$ cat config.mk
export PLATFORM = sky130hd
export DESIGN_NAME = alu_operand_stage
export DESIGN_NICKNAME = d
export VERILOG_FILES = /design/src/rtl/mips_pkg.sv /design/src/rtl/fwd_sel.sv /design/src/rtl/alu_operand_stage.sv
export SDC_FILE = /design/constraint.sdc
export NUM_CORES = 1
export LEC_CHECK = 0
export ABC_CLOCK_PERIOD_IN_PS = 800
export CAP_MARGIN = 20
export CORE_ASPECT_RATIO = 0.75
export CORE_MARGIN = 3
export CORE_UTILIZATION = 43
export CTS_CLUSTER_DIAMETER = 150
export DETAILED_ROUTE_END_ITERATION = 6
export PLACE_DENSITY = 0.93
export SETUP_SLACK_MARGIN = 0.2
export SLEW_MARGIN = 25
export SYNTH_ARGS = -nofsm -noshare
export SYNTH_HDL_FRONTEND = slang
export SYNTH_SLANG_ARGS = --single-unit
$ cat constraint.sdc
create_clock -name clk -period 0.8 [get_ports clk]
set_input_delay 0.16 -clock clk [delete_from_list [all_inputs] [get_ports clk]]
set_output_delay 0.16 -clock clk [all_outputs]
set_load 0.03 [all_outputs]
$ cat src/rtl/mips_pkg.sv
// Shared MIPS pipeline encodings for operand-source selects and forwarding sources.
// Imported by the ID/EX operand stage and its forwarding comparator.
package mips_pkg;

    localparam logic       ALUSRC_A_REG   = 1'b0;
    localparam logic       ALUSRC_A_SHAMT = 1'b1;

    localparam logic [1:0] ALUSRC_B_REG   = 2'd0;
    localparam logic [1:0] ALUSRC_B_SEXT  = 2'd1;
    localparam logic [1:0] ALUSRC_B_ZEXT  = 2'd2;
    localparam logic [1:0] ALUSRC_B_LUI   = 2'd3;

    localparam logic [1:0] FWD_NONE       = 2'd0;
    localparam logic [1:0] FWD_EXMEM      = 2'd1;
    localparam logic [1:0] FWD_MEMWB      = 2'd2;

endpackage

$ cat src/rtl/fwd_sel.sv
// Per-operand forwarding comparator and data mux; EX/MEM beats MEM/WB, register 0 never forwards.
// Purely combinational, instantiated once per source register.
module fwd_sel
    import mips_pkg::*;
#(
    parameter int DATA_W = 32,
    parameter int REG_AW = 5
) (
    input  logic [REG_AW-1:0] addr,
    input  logic [DATA_W-1:0] rf_data,
    input  logic              exmem_we,
    input  logic [REG_AW-1:0] exmem_rd,
    input  logic [DATA_W-1:0] exmem_res,
    input  logic              memwb_we,
    input  logic [REG_AW-1:0] memwb_rd,
    input  logic [DATA_W-1:0] memwb_res,
    output logic [DATA_W-1:0] data,
    output logic [1:0]        src
);

    logic addr_nonzero;
    logic hit_exmem;
    logic hit_memwb;

    assign addr_nonzero = (addr != '0);
    assign hit_exmem    = addr_nonzero && exmem_we && (exmem_rd == addr);
    assign hit_memwb    = addr_nonzero && memwb_we && (memwb_rd == addr);

    always_comb begin
        data = rf_data;
        src  = FWD_NONE;
        if (hit_exmem) begin
            data = exmem_res;
            src  = FWD_EXMEM;
        end else if (hit_memwb) begin
            data = memwb_res;
            src  = FWD_MEMWB;
        end
    end

endmodule

$ cat src/rtl/alu_operand_stage.sv
// ID/EX operand stage: forwards rs/rt, selects ALU operands A and B, and registers
// them with store data and forwarding sources into the EX slot (flush beats stall).
module alu_operand_stage
    import mips_pkg::*;
#(
    parameter int DATA_W  = 32,
    parameter int REG_AW  = 5,
    parameter int IMM_W   = 16,
    parameter int SHAMT_W = 5
) (
    input  logic               clk,
    input  logic               rst_n,
    input  logic               in_valid,
    input  logic               stall,
    input  logic               flush,
    input  logic [REG_AW-1:0]  rs_addr,
    input  logic [REG_AW-1:0]  rt_addr,
    input  logic [DATA_W-1:0]  rs_data,
    input  logic [DATA_W-1:0]  rt_data,
    input  logic [IMM_W-1:0]   imm,
    input  logic [SHAMT_W-1:0] shamt,
    input  logic               alu_src_a,
    input  logic [1:0]         alu_src_b,
    input  logic               exmem_we,
    input  logic [REG_AW-1:0]  exmem_rd,
    input  logic [DATA_W-1:0]  exmem_res,
    input  logic               memwb_we,
    input  logic [REG_AW-1:0]  memwb_rd,
    input  logic [DATA_W-1:0]  memwb_res,
    output logic               out_valid,
    output logic [DATA_W-1:0]  alu_a,
    output logic [DATA_W-1:0]  alu_b,
    output logic [DATA_W-1:0]  store_data,
    output logic [1:0]         fwd_a,
    output logic [1:0]         fwd_b
);

    logic [DATA_W-1:0] rs_fwd;
    logic [DATA_W-1:0] rt_fwd;
    logic [1:0]        rs_src;
    logic [1:0]        rt_src;
    logic [DATA_W-1:0] op_a;
    logic [DATA_W-1:0] op_b;
    logic [DATA_W-1:0] imm_sext;
    logic [DATA_W-1:0] imm_zext;
    logic [DATA_W-1:0] imm_lui;

    fwd_sel #(
        .DATA_W (DATA_W),
        .REG_AW (REG_AW)
    ) u_fwd_rs (
        .addr      (rs_addr),
        .rf_data   (rs_data),
        .exmem_we  (exmem_we),
        .exmem_rd  (exmem_rd),
        .exmem_res (exmem_res),
        .memwb_we  (memwb_we),
        .memwb_rd  (memwb_rd),
        .memwb_res (memwb_res),
        .data      (rs_fwd),
        .src       (rs_src)
    );

    fwd_sel #(
        .DATA_W (DATA_W),
        .REG_AW (REG_AW)
    ) u_fwd_rt (
        .addr      (rt_addr),
        .rf_data   (rt_data),
        .exmem_we  (exmem_we),
        .exmem_rd  (exmem_rd),
        .exmem_res (exmem_res),
        .memwb_we  (memwb_we),
        .memwb_rd  (memwb_rd),
        .memwb_res (memwb_res),
        .data      (rt_fwd),
        .src       (rt_src)
    );

    // LUI is a widen-then-shift so it stays legal when 2*IMM_W == DATA_W.
    assign imm_sext = {{(DATA_W-IMM_W){imm[IMM_W-1]}}, imm};
    assign imm_zext = DATA_W'(imm);
    assign imm_lui  = imm_zext << IMM_W;

    always_comb begin
        op_a = rs_fwd;
        if (alu_src_a == ALUSRC_A_SHAMT) begin
            op_a = DATA_W'(shamt);
        end
    end

    always_comb begin
        op_b = rt_fwd;
        case (alu_src_b)
            ALUSRC_B_REG:  op_b = rt_fwd;
            ALUSRC_B_SEXT: op_b = imm_sext;
            ALUSRC_B_ZEXT: op_b = imm_zext;
            ALUSRC_B_LUI:  op_b = imm_lui;
            default:       op_b = rt_fwd;
        endcase
    end

    always_ff @(posedge clk or negedge rst_n) begin
        if (!rst_n) begin
            out_valid  <= 1'b0;
            alu_a      <= '0;
            alu_b      <= '0;
            store_data <= '0;
            fwd_a      <= FWD_NONE;
            fwd_b      <= FWD_NONE;
        end else if (flush) begin
            out_valid <= 1'b0;
        end else if (!stall) begin
            out_valid  <= in_valid;
            alu_a      <= op_a;
            alu_b      <= op_b;
            store_data <= rt_fwd;
            fwd_a      <= rs_src;
            fwd_b      <= rt_src;
        end
    end

endmodule

==> summary.md, run 1 <==
| Metric | Value |
|---|---|
| Status | aborted with a tool error |
| Exit stage | global routing |
| Error message | [ERROR DPL-0038] Utilization greater than 100%, impossible to legalize |
| Post-synth cell types | 46 |
| Die width | between 100 and 150 um |
| Pre-CTS setup slack | -1.826 ns |
| Placed cell area | 0.01121 mm^2 |
| Row cnt | 37 |
| Syn Nets | 931 |
| CTS max path bufs | 2 |
| Sequential area share after synthesis | 0.3958 |
| Avg Inst Size Synth | about 8.5 um^2 |
| GP Congestion | 1.044 |
| Yosys warnings | 0 |
| Root Driver | clkbuf_16 |
| Synth Flop Type | dfrtp_1 |
| HPWL reported at the end of detailed placement | 24740 um |
| Die Span Y | 111.5 um |
| Top-level port count | 280 |
| EDFF count, synth | 0 |
| TritonCTS Sinks | 101 |
| Largest net degree at the start of global routing | 33 |
| Synth Register Bits | 101 |
| Initial Util | 0.4522 |
| Synthesized area | 0.006385 mm^2 |
| WEP type | register data pin |
| Mapped Cells | 752 |
| Number of port buffers | 279 |
| Max H-tree Level | 3 |
| Synth async-reset ratio | 1.000 |
| CTS buffer count | 9 |
| Worst_ep grt | alu_b[8]$_DFFE_PN0P_/D |
-- per-stage QoR --
stage	util	instances
after detailed placement	0.7940	1310
after CTS	0.9611	1393
after global placement	0.7940	1310
after floorplan	-	752
-- synth_stat cells, types with 3 or more instances --
| cell | n | share of area |
|---|---|---|
| a21boi_2 | 14 | 0.025 |
| o31ai_1 | 18 | 0.021 |
| a21oi_1 | 6 | 0.0047 |
| or3_1 | 6 | 0.0059 |
| o311ai_1 | 15 | 0.021 |
| nand3_1 | 74 | 0.058 |
| o211ai_1 | 5 | 0.0059 |
| o22a_1 | 15 | 0.021 |
| a32o_1 | 11 | 0.017 |
| and3_1 | 17 | 0.017 |
| clkbuf_1 | 48 | 0.028 |
| buf_2 | 18 | 0.014 |
| buf_6 | 3 | 0.0053 |
| a211oi_1 | 6 | 0.0071 |
| a21o_1 | 15 | 0.018 |
| a31oi_1 | 16 | 0.016 |
| xnor2_1 | 20 | 0.027 |
| a311oi_1 | 30 | 0.041 |
| o21a_1 | 16 | 0.019 |
| dfrtp_1 | 101 | 0.40 |
| nor3_1 | 22 | 0.017 |
| o21ai_1 | 5 | 0.0039 |
| o21ai_0 | 84 | 0.066 |
| nand4_1 | 4 | 0.0039 |
| and4_1 | 3 | 0.0041 |
| a21boi_0 | 3 | 0.0035 |
| nand2_1 | 96 | 0.056 |
| a22o_1 | 16 | 0.022 |
| nor2_1 | 23 | 0.014 |
| buf_1 | 3 | 0.0018 |
| inv_1 | 16 | 0.0094 |
| buf_4 | 4 | 0.0047 |
-- kinds of logic after synthesis --
group,Yosys count,share of synthesized area
AOI/OAI and AO/OA,283,0.3239
and+or+nand+nor,254,0.1870
DFF,101,0.3958
buffers and inverters,93,0.06428
xor gates and xnor gates,20,0.02744
muxes,1,0.001568
-- what timing repair did --
item,in CTS
pin swaps,130
resized for setup,402
setup buffers,56
endpoints found under the hold margin,101
endpoints found under the setup margin,202
gates cloned,11
==> run 2, diff against run 1 <==
--- a/config.mk
+++ b/config.mk
@@ -7,13 +7,10 @@
 export LEC_CHECK = 0
 export ABC_CLOCK_PERIOD_IN_PS = 800
 export CAP_MARGIN = 20
-export CORE_ASPECT_RATIO = 0.75
 export CORE_MARGIN = 3
-export CORE_UTILIZATION = 43
-export CTS_CLUSTER_DIAMETER = 150
+export CORE_UTILIZATION = 40
 export DETAILED_ROUTE_END_ITERATION = 6
-export PLACE_DENSITY = 0.93
-export SETUP_SLACK_MARGIN = 0.2
+export PLACE_DENSITY_LB_ADDON = 0.15
 export SLEW_MARGIN = 25
 export SYNTH_ARGS = -nofsm -noshare
 export SYNTH_HDL_FRONTEND = slang
==> summary.md, run 2 <==
| Metric | Value |
|---|---|
| Hold Vio Cnt, Final | 0 |
| Cell with the most instances after synthesis | dfrtp_1 |
| Final setup fails | 202 |
| Commonest non-fill, non-tap cell in the layout | buf_4 |
| Yosys top cell by area | dfrtp_1 |
| Worst Setup SP | rt_addr[3] |
| Antenna viol nets, final | 0 |
| Final wirelength | 38570 um |
| Slew @ Worst Pin | 0.5086 ns |
| Final min period | about 1.8 ns |
| Sequential area share after synthesis | 0.3958 (unchanged) |
| GP Congestion | 0.9676 (-7.3%) |
| Post-synth cell types | 46 (unchanged) |
| Placed cell count | 1288 (-1.7%) |
| EDFF count, synth | 0 (unchanged) |
| TritonCTS Sinks | 101 (unchanged) |
| Routed vias | 9242 |
| Achievable frequency | 0.5661 GHz |
| Maximum vdd drop | 0.001177 V |
| Core Area | about 0.015 mm^2 |
| Status | finished, violations left |
| Finished Layout Cells | roughly 1400 |
| RSZ-0062 raised after global routing | yes |
| Final net count | 1375 |
| HPWL reported at the end of detailed placement | 21800 um (-12%) |
| Worst Hold Slack | approximately 0.33 ns |
| Design Area, Final | 0.01362 mm^2 |
| Hold Path Class | in -> async |
| LEAKAGE | 5.885 nW |
| Via-to-Cell Ratio | 6.527 |
| CTS tree | yes |
| Row cnt | 45 (+22%) |
| Placed cell area | 0.01073 mm^2 (-4.3%) |
| Yosys warnings | 0 (unchanged) |
| Top-level port count | 280 (unchanged) |
| Die Footprint | roughly 0.018 mm^2 |
| Pwr dens | 1494 mW/mm^2 |
| Crit-path cells | buf_6 > or4_4 > o211a_4 > buf_4 > a21boi_2 > o311ai_2 > a31oi_1 |
| Synth Flop Type | dfrtp_1 |
| CP peak stage delay | 0.64 ns |
| Slowest CP cell | or4_4 |
| Biggest regs | alu_a x32, alu_b x32, store_data x32 |
| Syn-to-layout area delta | 113.3% |
| CP endpoint kind | flip-flop |
| Initial antenna violation count | 6 |
| Max H-tree Level | 3 (unchanged) |
| Commonest cells post-synth | dfrtp_1 (101), nand2_1 (96), o21ai_0 (84) |
| Worst skew pair latency | 0.36 ns |
| CTS clk-pin slew, worst paths | roughly 0.08 ns |
| Layout cell share with drive strength beyond 1 | 0.4779 |
| Root Driver | clkbuf_16 |
| CP arrival | 2.04 ns |
| Worst setup margin | -0.9665 ns |
| Final Cycle Share | 2.208 |
| Setup CP Type | in -> reg |
| Die Span Y | 132.3 um (+19%) |
| Synth async-reset ratio | 1.000 (unchanged) |
| Leading cell types in the layout, fill and taps excluded | buf_4 (161), clkdlybuf4s50_1 (155), dfrtp_1 (96), nand2_1 (93), buf_6 (88) |
| Wire length per cell | roughly 27 um |
| Synth Register Bits | 101 (unchanged) |
| Ranking of synthesized cells by area | dfrtp_1 (40%), o21ai_0 (6.6%), nand3_1 (5.8%) |
| Initial Util | 0.4139 (-0.03832) |
| Final Max Tran Viols | 0 |
| Avg Inst Size Synth | 8.491 um^2 (unchanged) |
| Setup tns final | -108.54 ns |
| Synth top area share | 0.3958 (unchanged) |
| Violated checks | negative setup slack |
| 1st-pass router iterations | 6 |
| First-pass GRT wire length | 50980 um |
| GRT overflow | 0 |
| Vias in the first global route | approximately 8700 |
| Filler Cell Count | 695 |
| DRC Markers | 0 |
| Worst Setup Start Kind | primary input |
| 1st-iter DRT viols | 1215 |
| CTS max path bufs | 2 (unchanged) |
| Die width | 132.3 um (-9.8%) |
| Clk_skew | 0 ns |
| Crit path max fanout | 6 |
| CTS buffer count | 9 (unchanged) |
| Syn Nets | 931 (unchanged) |
| Slew HR | 0.6583 |
| MaxCap Viol Count | 0 |
| Synthesized area | 0.006385 mm^2 (unchanged) |
| GRT Resource Usage Total | 0.3733 |
| Mapped Cells | 752 (unchanged) |
| Largest net degree at the start of global routing | 45 |
| Number of port buffers | 279 (unchanged) |
| Required time worst endpoint | 1.07 ns |
| R2R Path Start | alu_a[0] |
-- run 2: cell counts after synthesis --
No cell type changed its count.
-- run 2: routing by layer --
metal | part of all wire | wire length (um) | GRT usage | vias up
met1 | 0.35 | 13590 | 0.4827 | 4406
met4 | 0.086 | 3326 | 0.1969 | 2
li1 | - | - | - | 3729
met3 | 0.11 | 4376 | 0.07939 | 265
met2 | 0.45 | 17260 | 0.5885 | 840
met5 | 0.00031 | 12 | 0 | -
-- run 2: logic make-up after synthesis --
group           Yosys count  synth area share
compound gates          283            0.3239
xor+xnor                 20           0.02744
buf+inv                  93           0.06428
flops                   101            0.3958
mux                       1          0.001568
simple gates            254            0.1870
-- run 2: timing repair --
action | in CTS | in global routing
setup buffers | 55 | 42
pin swaps | 100 | 84
endpoints found under the setup margin | 201 | 202
hold buffers | 1 | 0
cloned | 17 | 1
gates resized for setup | 345 | 117
hold endpoints to repair | 101 | 0
-- run 2: report_power, final --
part / leakage [nW] / internal (mW) / switching, mW
clock: 0.144 / 2.20 / 2.32
combinational: 4.50 / 4.87 / 4.45
sequential: 1.24 / 5.77 / 0.736
total: 5.88 / 12.8 / 7.51
-- run 2: final timing paths --
path,end,slack [ns],cells past startpoint
setup / recovery,alu_b[7],-0.97,7
hold / removal,alu_b[11],0.33,3
setup reg to reg,alu_a[0],-0.25,4
hold reg to reg,store_data[25],0.51,1
max in group asynchronous,alu_a[21],0.19,3
min in group clk,out_valid,0.40,3
-- run 2: worst max-delay path, delay by kind of cell --
family / cells / cell delay, ns
compound gates: 4 / 0.97
simple gates: 1 / 0.64
buf+inv: 2 / 0.25
-- run 2: layout make-up --
class,count,area [um^2],share of cell area
Timing Repair Buffer,508,5667,0.4161
Antenna cell,4,10.01,0.0007350
Clock inverter,7,65.06,0.004777
Tap cell,211,264.0,0.01938
Clock buffer,9,225.2,0.01654
Inverter,16,60.06,0.004410
Sequential cell,101,2534,0.1860
Multi-Input combinational cell,560,4795,0.3520
-- run 2: stage by stage --
step / utilization / setup slack [ns] / total power [mW]
global placement: 0.6953 / -1.667 / 13.45
detailed placement: 0.6953 / -1.721 / 13.55
finish: 0.8828 / -0.9665 / 20.34
global route: 0.8826 / -1.016 / 20.82
CTS: 0.8366 / -0.8797 / 19.22
floorplan: - / -0.9505 / 9.298
Note: power is estimated with default switching activity, not from simulation.
